==> config.mk <==
export PLATFORM = sky130hd
export DESIGN_NAME = jk_register_bank
export DESIGN_NICKNAME = d
export VERILOG_FILES = /design/src/rtl/jk_pkg.sv /design/src/rtl/jk_cell.sv /design/src/rtl/jk_register_bank.sv
export SDC_FILE = /design/constraint.sdc
export NUM_CORES = 1
export LEC_CHECK = 0
export BUFFER_PORTS_ARGS = -buffer_cell sky130_fd_sc_hd__buf_2
export CELL_PAD_IN_SITES_DETAIL_PLACEMENT = 1
export CELL_PAD_IN_SITES_GLOBAL_PLACEMENT = 1
export CORE_ASPECT_RATIO = 1.1
export CORE_MARGIN = 2
export CORE_UTILIZATION = 32
export DETAILED_ROUTE_END_ITERATION = 7
export PLACE_DENSITY_LB_ADDON = 0.1
export SETUP_SLACK_MARGIN = 0.4
export SYNTH_ARGS = -nofsm -noshare
export SYNTH_HDL_FRONTEND = slang
export SYNTH_SLANG_ARGS = --single-unit
==> constraint.sdc <==
create_clock -name clk -period 2.32 [get_ports clk]
set_input_delay 0.348 -clock clk [delete_from_list [all_inputs] [get_ports clk]]
set_output_delay 0.348 -clock clk [all_outputs]
set_load 0.01 [all_outputs]
==> src/rtl/jk_pkg.sv <==
// Shared definitions for the JK register bank: mode encoding and its width.
package jk_pkg;

    localparam int unsigned ModeWidth = 2;

    typedef enum logic [ModeWidth-1:0] {
        ModeHold  = 2'b00,
        ModeJk    = 2'b01,
        ModeCount = 2'b10,
        ModeLoad  = 2'b11
    } mode_e;

endpackage

==> src/rtl/jk_cell.sv <==
// Single JK bit-cell with asynchronous reset to a per-bit value and a parallel-load override.
module jk_cell (
    input  logic clk,
    input  logic rst,
    input  logic rst_val,
    input  logic j,
    input  logic k,
    input  logic load,
    input  logic load_val,
    output logic q,
    output logic q_inverse
);

    logic j_eff;
    logic k_eff;
    logic q_d;
    logic q_q;

    // Load reuses the JK path: set when load_val=1, clear when load_val=0.
    always_comb begin
        j_eff = load ? load_val  : j;
        k_eff = load ? ~load_val : k;
        q_d   = (j_eff & ~q_q) | (~k_eff & q_q);
    end

    always_ff @(posedge clk or posedge rst) begin
        if (rst) begin
            q_q <= rst_val;
        end else begin
            q_q <= q_d;
        end
    end

    assign q         = q_q;
    assign q_inverse = ~q_q;

endmodule

==> src/rtl/jk_register_bank.sv <==
// Bank of WIDTH JK cells with hold / per-bit JK / up-down count / parallel-load modes.
module jk_register_bank
    import jk_pkg::*;
#(
    parameter int unsigned      WIDTH       = 8,
    parameter logic [WIDTH-1:0] RESET_VALUE = '0
) (
    input  logic                 clk,
    input  logic                 rst,
    input  logic                 en,
    input  logic [ModeWidth-1:0] mode,
    input  logic [WIDTH-1:0]     j,
    input  logic [WIDTH-1:0]     k,
    input  logic                 up,
    input  logic [WIDTH-1:0]     load_data,
    output logic [WIDTH-1:0]     q,
    output logic [WIDTH-1:0]     q_inverse,
    output logic                 tc
);

    logic [WIDTH-1:0] toggle;
    logic [WIDTH-1:0] cell_j;
    logic [WIDTH-1:0] cell_k;
    logic             load;
    logic             tc_d;
    logic             tc_q;

    assign load = en && (mode == ModeLoad);

    for (genvar i = 0; i < WIDTH; i++) begin : g_bit
        // Counter bit toggles once every lower bit is at its carry/borrow value.
        if (i == 0) begin : g_lsb
            assign toggle[i] = 1'b1;
        end else begin : g_upper
            assign toggle[i] = up ? (&q[i-1:0]) : ~(|q[i-1:0]);
        end

        always_comb begin
            cell_j[i] = 1'b0;
            cell_k[i] = 1'b0;
            if (en) begin
                case (mode)
                    ModeJk: begin
                        cell_j[i] = j[i];
                        cell_k[i] = k[i];
                    end
                    ModeCount: begin
                        cell_j[i] = toggle[i];
                        cell_k[i] = toggle[i];
                    end
                    default: begin
                        cell_j[i] = 1'b0;
                        cell_k[i] = 1'b0;
                    end
                endcase
            end
        end

        jk_cell u_cell (
            .clk       (clk),
            .rst       (rst),
            .rst_val   (RESET_VALUE[i]),
            .j         (cell_j[i]),
            .k         (cell_k[i]),
            .load      (load),
            .load_val  (load_data[i]),
            .q         (q[i]),
            .q_inverse (q_inverse[i])
        );
    end

    // Wrap happens on this edge when counting from all-ones up or from zero down.
    assign tc_d = en && (mode == ModeCount) && (up ? (&q) : ~(|q));

    always_ff @(posedge clk or posedge rst) begin
        if (rst) begin
            tc_q <= 1'b0;
        end else begin
            tc_q <= tc_d;
        end
    end

    assign tc = tc_q;

endmodule

==> flow_metrics.env, run 1 <==
export IMPL_start_util_pct=33.2
export IMPL_nNetsFinal=196
export IMPL_utilization_pct=38.9
export IMPL_chipHeight_um=62.5
export IMPL_synth_seq_cells=9
export IMPL_setup_violations=0
export IMPL_portBuffers=46
export IMPL_wl_per_cell_um=15.2
export IMPL_p_leak_uw=0.000579
export IMPL_end_kind="flip-flop"
export IMPL_fp_coreArea_sq_um=3000
export IMPL_pwr_density_cell_nw_per_um2=567
export IMPL_drive_above_1_share_pct=35.2
export IMPL_drtIter0Drc=19
export IMPL_status="completed"
export IMPL_required_ns=2.46
export IMPL_path_cells="nor4_4 -> mux2_2 -> a21oi_1 -> or4_1"
export IMPL_ios=47
export IMPL_whs_ns=0.0476
export IMPL_vias_per_cell=5.40
export IMPL_worstPathArrival_ns=1.93
export IMPL_wl_um=2970
export IMPL_synth_area_sq_um=996
export IMPL_cts_sinks=9
export IMPL_ant_nets=0
export IMPL_dr_pass1_iters=4
export IMPL_gp_congestion=0.769
export IMPL_layout_setup_ws_ns=0.530
export IMPL_final_setup_skew_ns=0.00241
export IMPL_globalRouteOverflowTotal=0
export IMPL_syn_inst=132
export IMPL_avgSynthCellArea_sq_um=7.55
export IMPL_critPathKind="flip-flop to flip-flop"
export IMPL_tightest_slew_ns=0.381
export IMPL_crit_fanout=9
export IMPL_syn_nets=165
export IMPL_drv_slew=0
export IMPL_synthFlopType="dfrtp_1"
export IMPL_grt_use_total_pct=16.4
export IMPL_htree_levels=1
export IMPL_syn2layout_area_growth_pct=17.0
export IMPL_clock_path_buffers=2
export IMPL_synth_edf_count=0
export IMPL_design_area_sq_um=1160
export IMPL_clk_pin_slew_ns=0.07
export IMPL_root_buffer="clkbuf_4"
export IMPL_vdd_ir_drop_max_mv=0.306
export IMPL_placed_cell_area_sq_um=1130
export IMPL_grt_pass1_vias=989
export IMPL_clock_fmax_mhz=559
export IMPL_drc=0
export IMPL_ctsHoldBuffers=0
export IMPL_antenna_cells=0
export IMPL_drv_cap=0
export IMPL_dp_final_hpwl_um=2270
export IMPL_grt_max_degree=16
export IMPL_ys_async_sr_fraction_pct=100
export IMPL_die_w_um=57.2
export IMPL_cts_setup_buffers=0
export IMPL_finalSetupTns_ns=0
export IMPL_vias=1059
export IMPL_hold_violations=0
export IMPL_critPathSlowestCell="or4_1"
export IMPL_timing_final_crit_share_pct=77.2
export IMPL_rsz0062_at_grt="false"
export IMPL_cts_buffers=3
export IMPL_cts_tree="built"
export IMPL_insertion_delay_ns=0.26
export IMPL_slew_headroom_pct=74.6
export IMPL_slowest_delay_ns=0.52
export IMPL_grt_pass1_wl_um=4770
export IMPL_fin_crit_ns=1.79
export IMPL_place_ws_ns=0.190
export IMPL_holdCritPathClass="primary input to async pin"
export IMPL_ys_seq_area_share_pct=22.6
export IMPL_synth_distinct_cells=35
export IMPL_ys_warn_count=0
export IMPL_start_kind="flip-flop"
export IMPL_die_area_sq_um=3570
export IMPL_antenna_found_initial=0
export IMPL_placementRows=21
## report_power, final
part / internal, uW / total [uW] / leakage (uW) / switching (uW)
clock network: 66.5 / 127 / 0.0000150 / 60.7
registers: 187 / 259 / 0.000110 / 72.2
logic: 129 / 274 / 0.000455 / 145
total: 382 / 660 / 0.000579 / 277
## per-stage QoR
stage,power (uW),cells
after floorplan,505,132
after global placement,529,192
after detailed placement,537,192
after CTS,667,196
after global routing,711,196
final,660,196
## timing repair
action | CTS | global route
endpoints found under the hold margin | 0 | 0
setup endpoints to repair | 0 | 1
gates resized for setup | 0 | 1
## Yosys cell counts (2+ instances only)
cell type	instances	area share, %
o221ai_1	3	2.6
or4_1	5	3.8
o41ai_1	5	4.4
clkbuf_1	5	1.9
o311ai_1	2	1.8
nand2_1	15	5.7
ha_1	3	3.8
o21ai_0	3	1.5
nand3_1	10	5.0
nor2_1	2	0.75
mux2_2	2	2.3
nand2b_1	2	1.3
inv_1	17	6.4
nor4_1	3	1.9
nor3_1	3	1.5
a22oi_1	2	1.5
dfrtp_1	9	23
buf_4	17	13
a21oi_1	8	4.0
## cell type report
cell class	count	area, sq um
fill	410	1830
tap	34	42.5
multi-input combinational	83	554
clock buffer	4	26.3
timing repair buffer	49	253
sequential	9	225
inverter	17	63.8
## sequential cells by signal, indices dropped and copies added, names as in the netlist
register,count
tc,1
g_bit.u_cell.q,8
## placed cells by master (no fill, tap or decap), types with 5 or more instances in the layout
| cell type | synthesis | final |
|---|---|---|
| nand3_1 | 10 | 10 |
| dfrtp_1 | 9 | 9 |
| o41ai_1 | 5 | 5 |
| buf_2 | 0 | 46 |
| nand2_1 | 15 | 15 |
| a21oi_1 | 8 | 8 |
| or4_1 | 5 | 5 |
| inv_1 | 17 | 17 |
## cell families after synthesis
group,Yosys count,share of synthesized area [%]
DFF,9,22.6
buffers and inverters,40,22.2
and+or+nand+nor,49,28.5
adders and majority gates,3,3.77
AOI/OAI and AO/OA,27,18.8
muxes,2,2.26
xor gates and xnor gates,2,1.76
## critical path, delay by kind of cell, from the launching register on
family | cells | cell delay (ns)
DFF | 1 | 0.49
AOI/OAI and AO/OA | 1 | 0.07
muxes | 1 | 0.23
and+or+nand+nor | 2 | 0.88
## per-layer routing
layer | part of all wire [%] | wire [um] | up-vias | track usage, %
li1 | - | - | 519 | -
met3 | 4.9 | 147 | 2 | 4.14
met2 | 51 | 1520 | 29 | 28.4
met1 | 44 | 1300 | 509 | 21.5
met5 | 0 | 0 | - | 0
met4 | 0.34 | 10 | 0 | 0.872
## path summary, 6_finish.rpt
path | endpoint | depth (start not counted) | slack (ns) | startpoint
worst max-delay path | g_bit[4].u_cell.q | 4 | 0.53 | g_bit[0].u_cell.q
worst min-delay path | tc | 2 | 0.05 | rst
worst max register to register | g_bit[4].u_cell.q | 4 | 0.53 | g_bit[0].u_cell.q
worst min register to register | g_bit[3].u_cell.q | 1 | 0.64 | g_bit[3].u_cell.q
max in group asynchronous | g_bit[4].u_cell.q | 2 | 2.00 | rst
min in group clk | g_bit[0].u_cell.q | 2 | 0.32 | load_data[0]
Power figures use the tool's default switching activity.
==> run 2, diff against run 1 <==
==> constraint.sdc (replaced) <==
create_clock -name clk -period 1.7 [get_ports clk]
set_input_delay 0.255 -clock clk [delete_from_list [all_inputs] [get_ports clk]]
set_output_delay 0.255 -clock clk [all_outputs]
set_load 0.01 [all_outputs]
==> run 2 against run 1 <==
Final area up 25%. Core utilization increased by 9.8 points. Critical path type unchanged. Combinational power grew 110%. Routed wire length up 9.7%. Highest routed layer unchanged. Maximum frequency up 6.8%. Sequential power grew 27%. Critical endpoint unchanged. Die area unchanged. Global-route usage grew 2.1 points. Sequential share of layout area fell by 3.5 points.
==> flow_metrics.env, run 2 (synthesized netlist as in run 1, its figures left out) <==
export IMPL_start_util_pct=33.2
export IMPL_timing_final_crit_share_pct=98.6
export IMPL_start_kind="flip-flop"
export IMPL_combPwrFrac_pct=52.4
export IMPL_grt_pass1_vias=1123
export IMPL_p_int_uw=636
export IMPL_reg2reg_slack_ns=0.02
export IMPL_wl_per_cell_um=15.1
export IMPL_clock_fmax_mhz=597
export IMPL_tightest_slew_ns=0.394
export IMPL_chipHeight_um=62.5
export IMPL_pwr_share_clk_pct=17.0
export IMPL_holdPathEnd="g_bit[0].u_cell.q"
export IMPL_holdCritPathClass="primary input to flip-flop"
export IMPL_whs_path_depth=2
export IMPL_die_w_um=57.2
export IMPL_syn2layout_area_growth_pct=46.4
export IMPL_swShare_pct=41.1
export IMPL_worstPathArrival_ns=1.82
export IMPL_fp_coreArea_sq_um=3000
export IMPL_layout_setup_ws_ns=0.0244
export IMPL_grt_max_degree=18
export IMPL_mostFrequentLayoutCells="buf_2, buf_4, inv_1, nand2_1"
export IMPL_critPathKind="flip-flop to flip-flop"
export IMPL_placementRows=21
export IMPL_drive_above_1_share_pct=55.5
export IMPL_cts_tree="built"
export IMPL_cts_buffers=3
export IMPL_reg2reg_from="g_bit[1].u_cell.q"
export IMPL_clk_pin_slew_ns=0.07
export IMPL_vdd_ir_drop_max_mv=0.449
export IMPL_ios=47
export IMPL_die_area_sq_um=3570
export IMPL_grt_pass1_wl_um=5290
export IMPL_final_common_cell="buf_2"
export IMPL_reg2reg_depth=4
export IMPL_p_total_uw=1080
export IMPL_drc=0
export IMPL_ant_nets=0
export IMPL_end_kind="flip-flop"
export IMPL_insertion_delay_ns=0.27
export IMPL_rsz0062_at_grt="true"
export IMPL_whs_ns=0.213
export IMPL_final_setup_skew_ns=0.00206
export IMPL_reg2reg_to="g_bit[4].u_cell.q"
export IMPL_required_ns=1.85
export IMPL_setup_violations=0
export IMPL_seqPwrFrac_pct=30.6
export IMPL_design_area_sq_um=1460
export IMPL_antenna_found_initial=0
export IMPL_dp_final_hpwl_um=2500
export IMPL_p_leak_uw=0.000714
export IMPL_cts_sinks=9
export IMPL_pwr_density_cell_nw_per_um2=741
export IMPL_portBuffers=46
export IMPL_drtIter0Drc=13
export IMPL_worstHoldStart="load_data[0]"
export IMPL_fin_crit_ns=1.68
export IMPL_grt_use_total_pct=18.6
export IMPL_place_ws_ns=-0.105
export IMPL_crit_fanout=3
export IMPL_placed_cell_area_sq_um=1280
export IMPL_root_buffer="clkbuf_4"
export IMPL_nNetsFinal=216
export IMPL_slew_headroom_pct=73.7
export IMPL_drv_cap=0
export IMPL_antenna_cells=0
export IMPL_globalRouteOverflowTotal=0
export IMPL_dr_pass1_iters=4
export IMPL_largest_register_ffs=8
export IMPL_htree_levels=1
export IMPL_vias=1132
export IMPL_hold_violations=0
export IMPL_drv_slew=0
export IMPL_vias_per_cell=5.24
export IMPL_wl_um=3260
export IMPL_status="completed"
export IMPL_clock_path_buffers=2
export IMPL_p_switching_uw=444
export IMPL_finalSetupTns_ns=0
export IMPL_gp_congestion=0.757
==> run 2: changes by cell type in the layout (fill, tap and decap cells not counted), moves of 2 or more <==
cell,delta
inv_1,-3
or4_1,-3
nand3_1,-3
dfrtp_1,-4
buf_6,+5
ha_4,+2
nand3_2,+3
ha_1,-2
dfrtp_2,+4
buf_4,+15
or4_4,+3
==> run 2: through the flow <==
step / utilization (%) / instances
floorplan: - / 132
global placement: 42.8 / 207
detailed placement: 42.8 / 207
CTS: 45.6 / 214
global route: 48.7 / 216
finish: 48.7 / 216
==> run 2: timing repair <==
| action | 4_1_cts | 5_1_grt |
|---|---|---|
| cloned | 0 | 0 |
| hold buffers | 1 | 0 |
| resized for setup | 7 | 22 |
| hold endpoints to repair | 9 | 0 |
| setup endpoints to repair | 11 | 17 |
| pin swaps | 1 | 5 |
| buffers inserted | 2 | 2 |
==> run 2: power by group through the flow <==
stage | clock (uW) | combinational, uW | sequential (uW)
after floorplan | 0 | 400 | 311
after global placement | 0 | 461 | 325
after detailed placement | 0 | 473 | 330
after CTS | 187 | 510 | 329
after global routing | 203 | 623 | 340
final | 184 | 566 | 330
==> run 2: routing by layer <==
metal / routed length [um] / vias to the layer above / GRT usage [%]
met1: 1390 / 533 / 23.3
met5: 0 / - / 0
met2: 1660 / 36 / 32.2
li1: - / 558 / -
met3: 161 / 5 / 2.48
met4: 48 / 0 / 6.10
==> run 2: critical path, cell delays in order, from the launching register on <==
cell     delay (ns)
dfrtp_2        0.43
nor4_4         0.38
mux2_4         0.23
a21oi_2        0.05
or4_1          0.46
==> run 2: final cells by class <==
cell class	count	area, sq um
Fill cell	383	1540
Multi-Input combinational cell	83	658
Timing Repair Buffer	69	427
Sequential cell	9	230
Inverter	17	73.8
Tap cell	34	42.5
Clock buffer	4	26.3
==> run 2: worst max-delay path by stage <==
stage | from | to | slack [ns] | cells past startpoint
final | g_bit[1].u_cell.q | g_bit[4].u_cell.q | 0.02 | 4
after global routing | g_bit[1].u_cell.q | g_bit[7].u_cell.q | -0.03 | 5
after CTS | g_bit[1].u_cell.q | g_bit[4].u_cell.q | 0.03 | 4
after detailed placement | mode[0] | g_bit[5].u_cell.q | -0.11 | 8
after global placement | mode[0] | g_bit[5].u_cell.q | -0.06 | 8
after floorplan | g_bit[1].u_cell.q | g_bit[4].u_cell.q | 0.13 | 4
